$ cat config.mk
export PLATFORM = sky130hd
export DESIGN_NAME = div_arbiter
export DESIGN_NICKNAME = d
export VERILOG_FILES = /design/src/rtl/div_arbiter.sv
export SDC_FILE = /design/constraint.sdc
export NUM_CORES = 1
export LEC_CHECK = 0
export CORE_ASPECT_RATIO = 1.2
export CORE_MARGIN = 5
export CORE_UTILIZATION = 42
export DETAILED_ROUTE_END_ITERATION = 7
export GPL_TIMING_DRIVEN = 0
export PLACE_DENSITY = 0.82
export REMOVE_ABC_BUFFERS = 1
export SLEW_MARGIN = 20
export SYNTH_ARGS = -nofsm -noshare
export SYNTH_HDL_FRONTEND = slang
export SYNTH_SLANG_ARGS = --single-unit
$ cat constraint.sdc
create_clock -name CLK -period 2 [get_ports CLK]
set_input_delay 0.4 -clock CLK [delete_from_list [all_inputs] [get_ports CLK]]
set_output_delay 0.4 -clock CLK [all_outputs]
set_load 0.02 [all_outputs]
$ cat src/rtl/div_arbiter.sv
// div_arbiter: round-robin arbiter sharing one iterative divider between two requesters.
// Define DIV_ZERO_CHECK_EN to answer zero divisors locally with all-ones and rsp_err.
module div_arbiter #(
  parameter int DATA_WIDTH = 6
) (
  input  logic                  CLK,
  input  logic                  RST,
  input  logic                  req0,
  input  logic [DATA_WIDTH-1:0] op1_0,
  input  logic [DATA_WIDTH-1:0] op2_0,
  input  logic                  req1,
  input  logic [DATA_WIDTH-1:0] op1_1,
  input  logic [DATA_WIDTH-1:0] op2_1,
  output logic                  gnt0,
  output logic                  gnt1,
  output logic                  rsp_valid0,
  output logic                  rsp_valid1,
  output logic [DATA_WIDTH-1:0] rsp_result,
  output logic                  rsp_err,
  output logic                  busy,
  output logic                  div_start,
  output logic [DATA_WIDTH-1:0] div_op1,
  output logic [DATA_WIDTH-1:0] div_op2,
  input  logic [DATA_WIDTH-1:0] div_result,
  input  logic                  div_done
);
  typedef enum logic [1:0] {IDLE, ISSUE, WAIT, RESP} state_t;
  state_t state_q, state_d;
  logic owner_q, owner_d, prio_q, prio_d, err_q, err_d, win, zero;
  logic [DATA_WIDTH-1:0] op1_q, op1_d, op2_q, op2_d, res_q, res_d;
`ifdef DIV_ZERO_CHECK_EN
  assign zero = op2_q == '0;
`else
  assign zero = 1'b0;
`endif
  // prio_q high means requester 1 wins a tie
  assign win = (req0 && req1) ? prio_q : req1;
  always_comb begin
    state_d = state_q;
    owner_d = owner_q;
    prio_d  = prio_q;
    err_d   = err_q;
    op1_d   = op1_q;
    op2_d   = op2_q;
    res_d   = res_q;
    case (state_q)
      IDLE: if (req0 || req1) begin
        owner_d = win;
        op1_d   = win ? op1_1 : op1_0;
        op2_d   = win ? op2_1 : op2_0;
        err_d   = 1'b0;
        state_d = ISSUE;
      end
      ISSUE: begin
        state_d = zero ? RESP : WAIT;
        res_d   = zero ? '1 : res_q;
        err_d   = zero;
      end
      WAIT: if (div_done) begin
        res_d   = div_result;
        state_d = RESP;
      end
      default: begin
        prio_d  = ~owner_q;
        state_d = IDLE;
      end
    endcase
  end
  always_ff @(posedge CLK) begin
    if (RST) begin
      state_q <= IDLE;
      owner_q <= 1'b0;
      prio_q  <= 1'b0;
      err_q   <= 1'b0;
      op1_q   <= '0;
      op2_q   <= '0;
      res_q   <= '0;
    end else begin
      state_q <= state_d;
      owner_q <= owner_d;
      prio_q  <= prio_d;
      err_q   <= err_d;
      op1_q   <= op1_d;
      op2_q   <= op2_d;
      res_q   <= res_d;
    end
  end
  assign gnt0       = state_q == ISSUE && !owner_q;
  assign gnt1       = state_q == ISSUE && owner_q;
  assign div_start  = state_q == ISSUE && !zero;
  assign rsp_valid0 = state_q == RESP && !owner_q;
  assign rsp_valid1 = state_q == RESP && owner_q;
  assign rsp_err    = state_q == RESP && err_q;
  assign busy       = state_q != IDLE;
  assign rsp_result = res_q;
  assign div_op1    = op1_q;
  assign div_op2    = op2_q;
endmodule
# After elaboration in Yosys (flattened, before gate mapping)
# Cells that the tools add are included.
# word_totals
regBits	23
latch_bits	0
ram_bits	0
rom_bits	0
in_bits	35
out_inout_bits	25
wordCells	37
mem_count	0
# op_classes
n_addsub	0
multipliers	0
n_div	0
n_lt_le_gt_ge	0
n_eq_ne	5
shifts	0
n_mux	8
bitwise	1
reduce_logical	16
# op_table
operator	n
two-way mux 6 bit	2
AND reduction 2 bit	4
logical AND 1 bit	6
case mux 2 bit (3 select lines)	1
== test 2 bit (second input constant)	2
two-way mux 2 bit	2
inequality test 2 bit (second input constant)	2
nonzero test 2 bit	2
OR reduction 3 bit	1
== test 2 x 1 -> 1 bit (second input constant)	1
zero test 2 bit	1
two-way mux 1 bit	2
case mux 1 bit (2 select lines)	1
zero test 1 bit	1
logical OR 1 bit	1
NOT 1 bit	1

# Longest topological paths before layout
# depth
depth_word	3
depth_mapped	6
depth_no_buf	5

# Least setup slack after synthesis
# Ideal clock, no wire load.
# synth_path
path_kind	register -> output
start	register state_q[1]
end	output port gnt0
t_arrival_ns	1.031
setup_slack_ns	0.569
path_stages_with_launch	4
n_path_buf	0
path_cell_list	dfxtp_1 > inv_1 > ha_1 > nor2b_1
# synth_between
elab_chain_len	2
# synth_lines
element	line_no	rtl
start, declared	28	state_t state_q, state_d;
start signal, assigned	79	state_q <= state_d;
== test 2 x 1 -> 1 bit	--	
via div_start	21	output logic div_start,
logical AND 1 bit	88	assign gnt0 = state_q == ISSUE && !owner_q;
end, declared	14	output logic gnt0,
# The timed path passes the listed nets, and every way through them passes these cells.

# Final worst setup path
# layout_path
start	register state_q[0]
end	output port busy
# layout_between
elab_chain_len	1
# layout_lines
element	line_no	rtl
nonzero test 2 bit	94	assign busy = state_q != IDLE;
end, declared	20	output logic busy,
# No other way between the ends.

==> reports/metrics.cfg <==
[place]
dp_slack_ns=-0.236
portBuffers=58
dp_hpwl_microns=2420
gp_congestion=0.767

[floorplanning]
ioPinCount=60
start_util_pct=44.8
num_rows=20
fp.coreArea_sq_mm=0.00258
die_w_microns=57.8
dieArea_sq_mm=0.00390
die_height_microns=67.4

[setup_path]
crit_path_frequent_cell=inv_1
cp-start-kind=flip-flop
critical_path.cell_chain=inv_1, ha_1, inv_1, dlygate4sd2_1
critPathArrivalTime_ns=1.48
r2r_end=state_q[0]$_SDFFE_PP0P_
slowest_stage=dfxtp_1
worst-path-max-fanout=6
cp_data_required_time_ns=1.60
path_class=flip-flop to output pin
critPathLaunch=state_q[0]$_SDFFE_PP0P_
cp-end-kind=output pin
r2r_slack_ns=0.49
crit-reg2reg-launch=state_q[0]$_SDFFE_PP0P_
critical_path.max_stage_delay_ns=0.40
reg2reg_depth=5

[cts]
cts-resized-gates=5
worst_skew_pair.late_latency_ns=0.31
clk_path_buf_depth=2
post-cts-setup-buffers=0
htreeDepth=1
clock-root-buffer=clkbuf_4
clk_pin_slew_ns=0.11
cts.sinks=22
cts_tree=built
cts_made_buffers=3
holdBufCountCts=0

[synth]
ys_warn_count=0
ys_top_cells_by_area=dfxtp_1 (38%), a311oi_2 (16%), nand3_1 (7.8%), nor2_1 (4.6%), ha_1 (4.3%)
synth.yosys.seq_area_share_pct=38.2
yosysTopAreaCellShare_pct=38.2
yosysUniqueCellTypes=25
syn_avg_cell_area_sq_um=8.74
synthCells=132
synth_area_sq_mm=0.00115
synth_seq_cells=22
yosysTopAreaCell=dfxtp_1

[sta]
slew_viol_final=0
slew_headroom_pct=57.6
skew_ns=0.00270
max_freq_mhz=533
rsz0062_at_grt=no
period_share_pct=93.9
tightest_slew_ns=0.635
finalCriticalPeriod_ns=1.88
fin_ws_ns=0.123
hold_violations=0
setup_viol=0

[global_routing]
gr-total-overflow=0
grt_max_degree=25
grt_antenna_before_repair=0
grt_pass1_wl_microns=5140
grt_pass1_vias=1106
gr-usage-all-layers_pct=17.5

[pwr]
total_power_mw=1.98
power_density_mw_per_mm2=1140
ir_drop_mv=0.732
cellLeakagePower_nw=0.647

[min_path]
hold_start=rsp_result[5]$_SDFFE_PP0P_
holdPathEnd=rsp_result[5]$_SDFFE_PP0P_
whs_path_depth=2
min_path_type=flip-flop to flip-flop

[detailed_routing]
drt_iter0_drc=39
wl_per_cell_microns=15.1
drc_errors=0
via_count=1150
via_per_inst=5.37
firstDrtPassIters=4
ant_nets=0
drt_wl_total_microns=3220

[finish]
drive_above_1_share_pct=9.94
area_delta_synth_final_pct=49.6
diodes=0
nets=222

[run]
drv_cap=0

[status]
outcome=completed

[Yosys cell counts]
| cell type | count |
|---|---|
| nor3_1 | 1 |
| buf_1 | 1 |
| nand2_1 | 7 |
| o21ai_1 | 6 |
| o21bai_1 | 1 |
| nor2b_1 | 5 |
| o21a_4 | 1 |
| nand2b_1 | 1 |
| clkbuf_1 | 3 |
| conb_1 | 1 |
| o41ai_1 | 2 |
| nor3b_1 | 1 |
| o21ai_0 | 9 |
| and2_1 | 2 |
| nor2_1 | 14 |
| nand3_1 | 18 |
| dfxtp_1 | 22 |
| a32oi_1 | 1 |
| inv_1 | 5 |
| buf_4 | 5 |
| a311oi_2 | 12 |
| a21oi_1 | 6 |
| and2b_1 | 1 |
| buf_2 | 3 |
| ha_1 | 4 |
[logic make-up (layout without fill, tap and decap cells)]
kind of cell | count (synthesis) | count (layout) | share of synthesized area, %
and+or+nand+nor | 50 | 50 | 20.7
buffers and inverters | 17 | 66 | 7.48
AOI/OAI and AO/OA | 38 | 38 | 29.0
adders and majority gates | 4 | 4 | 4.34
DFF | 22 | 22 | 38.2
other | 1 | 1 | 0.325
[routing by layer]
metal	vias up	track usage (%)	share of wire, %
li1	568	-	-
met1	533	18.6	38
met2	44	33.2	54
met3	5	1.91	5.4
met4	0	9.57	2.2
met5	-	0	0
[cells in the final DEF (no fill, tap or decap), types with 2 or more instances in the layout]
cell | synthesis | final
o41ai_1 | 2 | 2
dlymetal6s2s_1 | 0 | 2
clkbuf_4 | 0 | 3
nor2b_1 | 5 | 5
and2_1 | 2 | 2
inv_1 | 5 | 5
clkdlybuf4s50_1 | 0 | 50
dlygate4sd2_1 | 0 | 5
o21ai_0 | 9 | 9
a21oi_1 | 6 | 6
nand2_1 | 7 | 7
dfxtp_1 | 22 | 21
ha_1 | 4 | 4
nor2_1 | 14 | 14
o21ai_1 | 6 | 6
a311oi_2 | 12 | 12
nand3_1 | 18 | 18
[stage by stage]
step / TNS (ns) / hold slack, ns / util (%) / area [sq um] / instances
after global routing: 0 / 0.484 / 66.9 / 1730 / 214
after floorplan: 0 / 0.468 / - / 1090 / 120
final: 0 / 0.460 / 66.9 / 1730 / 214
after detailed placement: -2.29 / 0.451 / 66.3 / 1710 / 211
after CTS: 0 / 0.467 / 66.9 / 1720 / 214
after global placement: -1.68 / 0.444 / 66.3 / 1710 / 211
[how the worst max path moves through the flow]
| stage | to | slack, ns | cells after the start |
|---|---|---|---|
| detailed placement | div_op1[1]$_SDFFE_PP0P_ | -0.24 | 4 |
| global route | busy | 0.03 | 4 |
| finish | busy | 0.12 | 4 |
| floorplan | gnt0 | 0.57 | 3 |
| global placement | div_op2[4]$_SDFFE_PP0P_ | -0.17 | 4 |
| CTS | div_start | 0.03 | 3 |
[critical path: cells and delay by family, from the launching register on]
family / cells / cell delay [ns]
adders and majority gates: 1 / 0.27
buffers and inverters: 3 / 0.50
DFF: 1 / 0.40
[power breakdown]
part	switching [mW]	internal, mW	leakage (nW)
Combinational	0.614	0.506	0.452
Clock	0.131	0.0706	0.0138
Sequential	0.0804	0.574	0.181
[area by class of cell]
| class | count | area, sq um |
|---|---|---|
| multi-input combinational | 93 | 627 |
| sequential | 22 | 442 |
| tap | 33 | 41.3 |
| fill | 221 | 852 |
| timing repair buffer | 58 | 574 |
| inverter | 5 | 18.8 |
| clock buffer | 3 | 22.5 |
[registers in the layout, indices dropped and copies added, names as in the netlist]
register / count
div_op1: 6
div_op2: 6
rsp_result: 6
state_q: 2
owner_q: 1
prio_q: 1
Power figures use the tool's default switching activity.
